==> src/rtl/ysyx_23060096_rf_wb_arbiter_pkg.sv <==
// Shared defaults, constants and types for the register-file writeback arbiter.
package rf_wb_pkg;

  localparam int unsigned DEFAULT_ADDR_WIDTH = 5;
  localparam int unsigned DEFAULT_DATA_WIDTH = 32;
  localparam int unsigned DEFAULT_NUM_REQ    = 2;

  localparam int unsigned REG_ZERO = 0;

  typedef logic [DEFAULT_ADDR_WIDTH-1:0] reg_idx_t;
  typedef logic [DEFAULT_DATA_WIDTH-1:0] reg_data_t;

endpackage

==> src/rtl/ysyx_23060096_rf_wb_arbiter_if.sv <==
// Writeback request bus: NUM_REQ flattened valid/ready/addr/data lanes, lane i in slice i.
interface ysyx_23060096_rf_wb_arbiter_if
  import rf_wb_pkg::*;
#(
  parameter int unsigned NUM_REQ    = DEFAULT_NUM_REQ,
  parameter int unsigned ADDR_WIDTH = DEFAULT_ADDR_WIDTH,
  parameter int unsigned DATA_WIDTH = DEFAULT_DATA_WIDTH
) ();

  logic [NUM_REQ-1:0]            req_valid;
  logic [NUM_REQ-1:0]            req_ready;
  logic [NUM_REQ*ADDR_WIDTH-1:0] req_addr;
  logic [NUM_REQ*DATA_WIDTH-1:0] req_data;

  modport master (
    output req_valid,
    output req_addr,
    output req_data,
    input  req_ready
  );

  modport slave (
    input  req_valid,
    input  req_addr,
    input  req_data,
    output req_ready
  );

endinterface

==> src/rtl/ysyx_23060096_rr_arbiter.sv <==
// Round-robin arbiter: first requester at or after the pointer wins; pointer advances on accept.
module ysyx_23060096_rr_arbiter #(
  parameter int unsigned NUM_REQ = 2
) (
  input  logic               clk,
  input  logic               rst,
  input  logic [NUM_REQ-1:0] req_i,
  input  logic               accept_i,
  output logic [NUM_REQ-1:0] gnt_o
);

  localparam int unsigned PtrW = (NUM_REQ > 1) ? $clog2(NUM_REQ) : 1;

  logic [PtrW-1:0] ptr_q, ptr_d;
  logic [PtrW-1:0] gnt_idx;

  always_comb begin
    logic            found;
    logic [PtrW-1:0] idx;
    gnt_o   = '0;
    gnt_idx = '0;
    found   = 1'b0;
    idx     = '0;
    for (int unsigned k = 0; k < NUM_REQ; k++) begin
      idx = PtrW'((32'(ptr_q) + k) % NUM_REQ);
      if (!found && req_i[idx]) begin
        gnt_o[idx] = 1'b1;
        gnt_idx    = idx;
        found      = 1'b1;
      end
    end
  end

  always_comb begin
    ptr_d = ptr_q;
    if (accept_i) begin
      ptr_d = PtrW'((32'(gnt_idx) + 1) % NUM_REQ);
    end
  end

  always_ff @(posedge clk) begin
    if (rst) begin
      ptr_q <= '0;
    end else begin
      ptr_q <= ptr_d;
    end
  end

endmodule

==> src/rtl/ysyx_23060096_rf_wb_arbiter.sv <==
// Register-file write-port arbiter with pending-write scoreboard and registered write outputs.
// Optional checker enabled by YSYX_23060096_RF_WB_CHECK_EN adds a sticky wb_err output.
module ysyx_23060096_rf_wb_arbiter
  import rf_wb_pkg::*;
#(
  parameter int unsigned ADDR_WIDTH = DEFAULT_ADDR_WIDTH,
  parameter int unsigned DATA_WIDTH = DEFAULT_DATA_WIDTH,
  parameter int unsigned NUM_REQ    = DEFAULT_NUM_REQ
) (
  input  logic                  clk,
  input  logic                  rst,
  ysyx_23060096_rf_wb_arbiter_if.slave wb,
  input  logic                  alloc_valid,
  input  logic [ADDR_WIDTH-1:0] alloc_addr,
  output logic                  alloc_ready,
  input  logic [ADDR_WIDTH-1:0] rs1_addr,
  input  logic [ADDR_WIDTH-1:0] rs2_addr,
  output logic                  rs1_busy,
  output logic                  rs2_busy,
  output logic                  rf_wen,
  output logic [ADDR_WIDTH-1:0] rf_waddr,
  output logic [DATA_WIDTH-1:0] rf_wdata
`ifdef YSYX_23060096_RF_WB_CHECK_EN
  ,
  output logic                  wb_err
`endif
);

  localparam int unsigned NumRegs = 1 << ADDR_WIDTH;
  localparam logic [ADDR_WIDTH-1:0] Zero = ADDR_WIDTH'(REG_ZERO);

  logic [NUM_REQ-1:0]    gnt;
  logic                  accept;
  logic [ADDR_WIDTH-1:0] sel_addr;
  logic [DATA_WIDTH-1:0] sel_data;

  logic                  rf_wen_q, rf_wen_d;
  logic [ADDR_WIDTH-1:0] rf_waddr_q, rf_waddr_d;
  logic [DATA_WIDTH-1:0] rf_wdata_q, rf_wdata_d;
  logic [NumRegs-1:0]    pending_q, pending_d;

  ysyx_23060096_rr_arbiter #(
    .NUM_REQ (NUM_REQ)
  ) u_rr_arbiter (
    .clk      (clk),
    .rst      (rst),
    .req_i    (wb.req_valid),
    .accept_i (accept),
    .gnt_o    (gnt)
  );

  assign wb.req_ready = gnt;
  assign accept       = |gnt;

  always_comb begin
    sel_addr = '0;
    sel_data = '0;
    for (int unsigned i = 0; i < NUM_REQ; i++) begin
      if (gnt[i]) begin
        sel_addr = wb.req_addr[i*ADDR_WIDTH +: ADDR_WIDTH];
        sel_data = wb.req_data[i*DATA_WIDTH +: DATA_WIDTH];
      end
    end
  end

  // x0 writes are consumed but never reach the register file.
  always_comb begin
    rf_wen_d   = accept && (sel_addr != Zero);
    rf_waddr_d = accept ? sel_addr : rf_waddr_q;
    rf_wdata_d = accept ? sel_data : rf_wdata_q;
  end

  // The write on rf_* commits this cycle, so it bypasses both the WAW stall and operand busy.
  always_comb begin
    alloc_ready = !pending_q[alloc_addr] || (rf_wen_q && (rf_waddr_q == alloc_addr));
    rs1_busy    = pending_q[rs1_addr] && !(rf_wen_q && (rf_waddr_q == rs1_addr));
    rs2_busy    = pending_q[rs2_addr] && !(rf_wen_q && (rf_waddr_q == rs2_addr));
  end

  // Clear before set so a same-cycle reallocation keeps the bit.
  always_comb begin
    pending_d = pending_q;
    if (rf_wen_q) begin
      pending_d[rf_waddr_q] = 1'b0;
    end
    if (alloc_valid && alloc_ready && (alloc_addr != Zero)) begin
      pending_d[alloc_addr] = 1'b1;
    end
  end

  always_ff @(posedge clk) begin
    if (rst) begin
      rf_wen_q   <= 1'b0;
      rf_waddr_q <= '0;
      rf_wdata_q <= '0;
      pending_q  <= '0;
    end else begin
      rf_wen_q   <= rf_wen_d;
      rf_waddr_q <= rf_waddr_d;
      rf_wdata_q <= rf_wdata_d;
      pending_q  <= pending_d;
    end
  end

  assign rf_wen   = rf_wen_q;
  assign rf_waddr = rf_waddr_q;
  assign rf_wdata = rf_wdata_q;

`ifdef YSYX_23060096_RF_WB_CHECK_EN
  logic wb_err_q, wb_err_d;
  logic dup_addr, wb_stray;

  always_comb begin
    dup_addr = 1'b0;
    for (int unsigned i = 0; i < NUM_REQ; i++) begin
      for (int unsigned j = i + 1; j < NUM_REQ; j++) begin
        if (wb.req_valid[i] && wb.req_valid[j] &&
            (wb.req_addr[i*ADDR_WIDTH +: ADDR_WIDTH] == wb.req_addr[j*ADDR_WIDTH +: ADDR_WIDTH]) &&
            (wb.req_addr[i*ADDR_WIDTH +: ADDR_WIDTH] != Zero)) begin
          dup_addr = 1'b1;
        end
      end
    end
    wb_stray = rf_wen_q && !pending_q[rf_waddr_q];
    wb_err_d = wb_err_q || dup_addr || wb_stray;
  end

  always_ff @(posedge clk) begin
    if (rst) begin
      wb_err_q <= 1'b0;
    end else begin
      wb_err_q <= wb_err_d;
    end
  end

  always_ff @(posedge clk) begin
    if (!rst && wb_stray) begin
      $error("rf_wb_arbiter: writeback to non-pending x%0d", rf_waddr_q);
    end
    if (!rst && dup_addr) begin
      $error("rf_wb_arbiter: two requesters target the same register");
    end
  end

  assign wb_err = wb_err_q;
`endif

endmodule

==> src/flat_wrapper.sv <==
// flat-port wrapper written by rule: the top's interface ports become plain ports
module ysyx_23060096_rf_wb_arbiter_flat import rf_wb_pkg::*;
#(
  parameter int unsigned ADDR_WIDTH = DEFAULT_ADDR_WIDTH,
  parameter int unsigned DATA_WIDTH = DEFAULT_DATA_WIDTH,
  parameter int unsigned NUM_REQ    = DEFAULT_NUM_REQ
)
  (clk, rst, alloc_valid, alloc_addr, alloc_ready, rs1_addr, rs2_addr, rs1_busy, rs2_busy, rf_wen, rf_waddr, rf_wdata, wb_req_valid, wb_req_addr, wb_req_data, wb_req_ready);
  ysyx_23060096_rf_wb_arbiter_if #(.NUM_REQ(NUM_REQ), .ADDR_WIDTH(ADDR_WIDTH), .DATA_WIDTH(DATA_WIDTH)) wb_i ();
  input  logic clk;
  input  logic rst;
  input  logic alloc_valid;
  input  logic [ADDR_WIDTH-1:0] alloc_addr;
  output logic alloc_ready;
  input  logic [ADDR_WIDTH-1:0] rs1_addr;
  input  logic [ADDR_WIDTH-1:0] rs2_addr;
  output logic rs1_busy;
  output logic rs2_busy;
  output logic rf_wen;
  output logic [ADDR_WIDTH-1:0] rf_waddr;
  output logic [DATA_WIDTH-1:0] rf_wdata;
  input wire logic [$bits(wb_i.req_valid)-1:0] wb_req_valid;
  input wire logic [$bits(wb_i.req_addr)-1:0] wb_req_addr;
  input wire logic [$bits(wb_i.req_data)-1:0] wb_req_data;
  output wire logic [$bits(wb_i.req_ready)-1:0] wb_req_ready;
  assign wb_i.req_valid = wb_req_valid;
  assign wb_i.req_addr = wb_req_addr;
  assign wb_i.req_data = wb_req_data;
  assign wb_req_ready = wb_i.req_ready;
  ysyx_23060096_rf_wb_arbiter #(.ADDR_WIDTH(ADDR_WIDTH), .DATA_WIDTH(DATA_WIDTH), .NUM_REQ(NUM_REQ)) u_core (.clk(clk), .rst(rst), .wb(wb_i), .alloc_valid(alloc_valid), .alloc_addr(alloc_addr), .alloc_ready(alloc_ready), .rs1_addr(rs1_addr), .rs2_addr(rs2_addr), .rs1_busy(rs1_busy), .rs2_busy(rs2_busy), .rf_wen(rf_wen), .rf_waddr(rf_waddr), .rf_wdata(rf_wdata));
endmodule
==> config.mk <==
export PLATFORM = sky130hd
export DESIGN_NAME = ysyx_23060096_rf_wb_arbiter_flat
export DESIGN_NICKNAME = d
export VERILOG_FILES = /design/src/rtl/ysyx_23060096_rf_wb_arbiter_pkg.sv /design/src/rtl/ysyx_23060096_rf_wb_arbiter_if.sv /design/src/rtl/ysyx_23060096_rr_arbiter.sv /design/src/rtl/ysyx_23060096_rf_wb_arbiter.sv /design/src/flat_wrapper.sv
export SDC_FILE = /design/constraint.sdc
export NUM_CORES = 1
export LEC_CHECK = 0
export ABC_AREA = 1
export CORE_MARGIN = 2
export CORE_UTILIZATION = 25
export CTS_BUF_LIST = sky130_fd_sc_hd__clkbuf_8
export DETAILED_ROUTE_END_ITERATION = 16
export PLACE_DENSITY = 0.48
export SYNTH_ARGS = -nofsm -noshare
export SYNTH_HDL_FRONTEND = slang
export SYNTH_SLANG_ARGS = --single-unit
export TNS_END_PERCENT = 100
==> constraint.sdc <==
create_clock -name clk -period 2.4 [get_ports clk]
set_clock_uncertainty 0.1 [all_clocks]
set_input_delay 0.36 -clock clk [delete_from_list [all_inputs] [get_ports clk]]
set_output_delay 0.36 -clock clk [all_outputs]
set_load 0.1 [all_outputs]
==> flow_summary.toml <==
[cells_and_area]
fillerInstances = 1885
drive_above_1_share_pct = 15.5
area_growth_pct = 47.7
antenna_cells = 0
final_area_um2 = 6560
layout.nets = 987
fin_cells = 1121

[die]
start_util_pct = 25.6
dieArea_um2 = 18800
fp.dieW_um = 137
fp-row-count = 48
coreArea_um2 = 17400
num_io_pins = 137
die_y_um = 137

[setup_path]
cp_cell_sequence = "dlygate4sd2_1 > inv_1 > buf_12 > buf_4 > o21ai_0 > o221ai_1 > a31oi_1 > a21oi_4 > buf_12"
max_stage_delay_ns = 0.29
worstPathMaxFanout = 12
arrival_ns = 1.84
crit_buf_inv = 5
worstPathRequired_ns = 1.94
crit_slowest_cell = "a31oi_1"
start_kind = "input pin"
cp-end-kind = "output port"
cp_top_family = "buffers and inverters"
path_class = "input pin to output port"
cpMostUsedCell = "buf_12"

[sta]
max_freq_mhz = 435
layout_min_cycle_time_ns = 2.30
worstMarginPinSlew_ns = 0.467
slew_headroom_pct = 68.8
hold_viol = 0
hold_slack_ns = 0.418
finalCritPeriodShare_pct = 95.8
rsz0062_at_grt = "true"
slew_violations = 0
setup_violations = 0
finalWorstSetupSlack_ns = 0.0999

[placed_design]
placed_cells = 1106
post-place-ws_ns = -0.134
dp_hpwl_mm = 13.8
place_area_um2 = 6320
gp_congestion = 0.912
io_buffers = 136

[logic_synthesis]
seq_area_frac_synth_pct = 32.0
synth_top_cell_by_area = "dfxtp_1"
synth_area_um2 = 4440
synth.top_cell.area_share_pct = 32.0
syn_avg_cell_area_um2 = 6.02
yosys_register_bits = 71
ys_types = 23
syn_inst = 738
syn-num-nets = 832
synth.area.top_cells = "dfxtp_1 32%, nand2_1 16%, nand3_1 9.6%"
ys_warn_count = 0

[global_route]
grt_pass1_vias = 5264
antenna_found_initial = 0
grt-ovfl-total = 0
grt_util_all_layers_pct = 19.9
grt_pass1_wl_mm = 29.0
grt_start_max_net_pins = 40

[power_and_ir_drop]
p_per_area_nw_per_um2 = 517
peakVddDrop_mv = 0.224
finalPower_mw = 3.39
power_leakage_nw = 2.99

[cts]
cts_root_buffer = "clkbuf_8"
numCtsBuffers = 9
cts_tree = "built"
htree_levels = 3
insertion_delay_ns = 0.35
path_clk_slew_ns = 0.07
holdBufCountCts = 0
cts_buffer_depth = 2
clkSinkCount = 71

[routing]
drt_iter0_markers = 406
vias_per_cell = 4.89
wl_mm = 18.4
wl_per_cell_um = 16.4
drt-pass1-iter-count = 5
vias = 5477
ant_nets = 0
drc = 0

[outcome]
status = "finished clean"

[hold_path]
hold_class = "register to register"

[run]
maxCapViolCount = 0
==> tightest hold or removal path, delay by kind of cell (launching register included) <==
| family | cells | cell delay [ns] |
|---|---|---|
| AOI/OAI and AO/OA | 2 | 0.14 |
| DFF | 1 | 0.33 |
==> synth_stat cells (all sizes together) <==
library cell and n:
o221ai 8, nor2 77, nand4 31, nand2 191
inv 77, a221oi 3, o211ai 7, o22ai 11
dfxtp 71, a31oi 1, a22o 5, o21ai 74
nand3 85, a21oi 41, nor3 9, buf 10
clkbuf 37
==> logic make-up (layout without fill, tap and decap cells) <==
kind of cell	after synthesis	count (layout)	share of synthesized area (%)
AO/OA/AOI/OAI	150	150	19.0
flip-flops	71	71	32.0
buffers and inverters	124	282	11.2
AND/OR/NAND/NOR	393	393	37.8
==> power breakdown <==
part           internal, mW  total [mW]  switching (mW)
registers              1.24        1.30          0.0569
logic                 0.417        1.24           0.823
clock network         0.412       0.854           0.442
total                  2.07        3.39            1.32
==> per-layer routing <==
metal	GRT usage, %	up-vias	share of wire (%)	routed length, µm
li1	-	2768	-	-
met1	25.8	2483	44	8170
met5	0	-	0	0
met4	6.82	0	2.4	442
met3	5.52	26	7.5	1370
met2	31.8	200	46	8410
==> state kept, by name, indices dropped and copies added, names as in the netlist, named ones only <==
name / cells
u_core.pending_q: 32
u_core.rf_wdata: 32
u_core.rf_waddr: 5
u_core.rf_wen: 1
==> stage by stage <==
stage / util, % / TNS (ns)
3_5_place_dp: 36.4 / -0.449
4_1_cts: 37.5 / 0
6_report: 37.8 / 0
5_1_grt: 37.8 / -0.000147
3_3_place_gp: 36.4 / -0.521
2_1_floorplan: - / 0
==> what timing repair did <==
| action | CTS | global route |
|---|---|---|
| setup endpoints to repair | 3 | 3 |
| setup buffers | 0 | 1 |
| gates resized for setup | 15 | 12 |
| pin swaps | 3 | 0 |
==> layout make-up <==
| cell class | count | area [µm²] | area share [%] |
|---|---|---|---|
| multi-input cells | 543 | 2600 | 39.6 |
| inverters | 77 | 295 | 4.50 |
| clock buffers | 11 | 151 | 2.31 |
| repair buffers | 191 | 1790 | 27.3 |
| well taps | 225 | 282 | 4.29 |
| flip-flops and latches | 71 | 1430 | 21.8 |
| clock inverters | 3 | 12.5 | 0.191 |
==> placed cells by master, fill, tap and decap left out, types with 2 or more instances in the layout <==
cell	n
nand2_1	189
clkdlybuf4s50_1	88
nand3_1	85
buf_4	84
nor2_1	74
inv_1	72
o21ai_0	71
dfxtp_1	64
a21oi_1	40
nand4_1	31
o22ai_1	11
clkbuf_8	11
buf_12	9
o221ai_1	8
nor3_2	7
o211ai_1	7
dfxtp_2	6
inv_2	5
a22o_1	5
dlygate4sd2_1	5
buf_6	5
a221oi_1	3
nor2_2	2
o21ai_1	2
==> worst paths after layout <==
path                         from  slack [ns]                   end  cells after the start
max                   rs2_addr[0]         0.1              rs2_busy                      9
min reg2reg  u_core.pending_q[31]        0.42  u_core.pending_q[31]                      2
max reg2reg   u_core.pending_q[4]        0.60  u_core.pending_q[12]                     12
min          u_core.pending_q[31]        0.42  u_core.pending_q[31]                      2
Power figures use the tool's default switching activity.
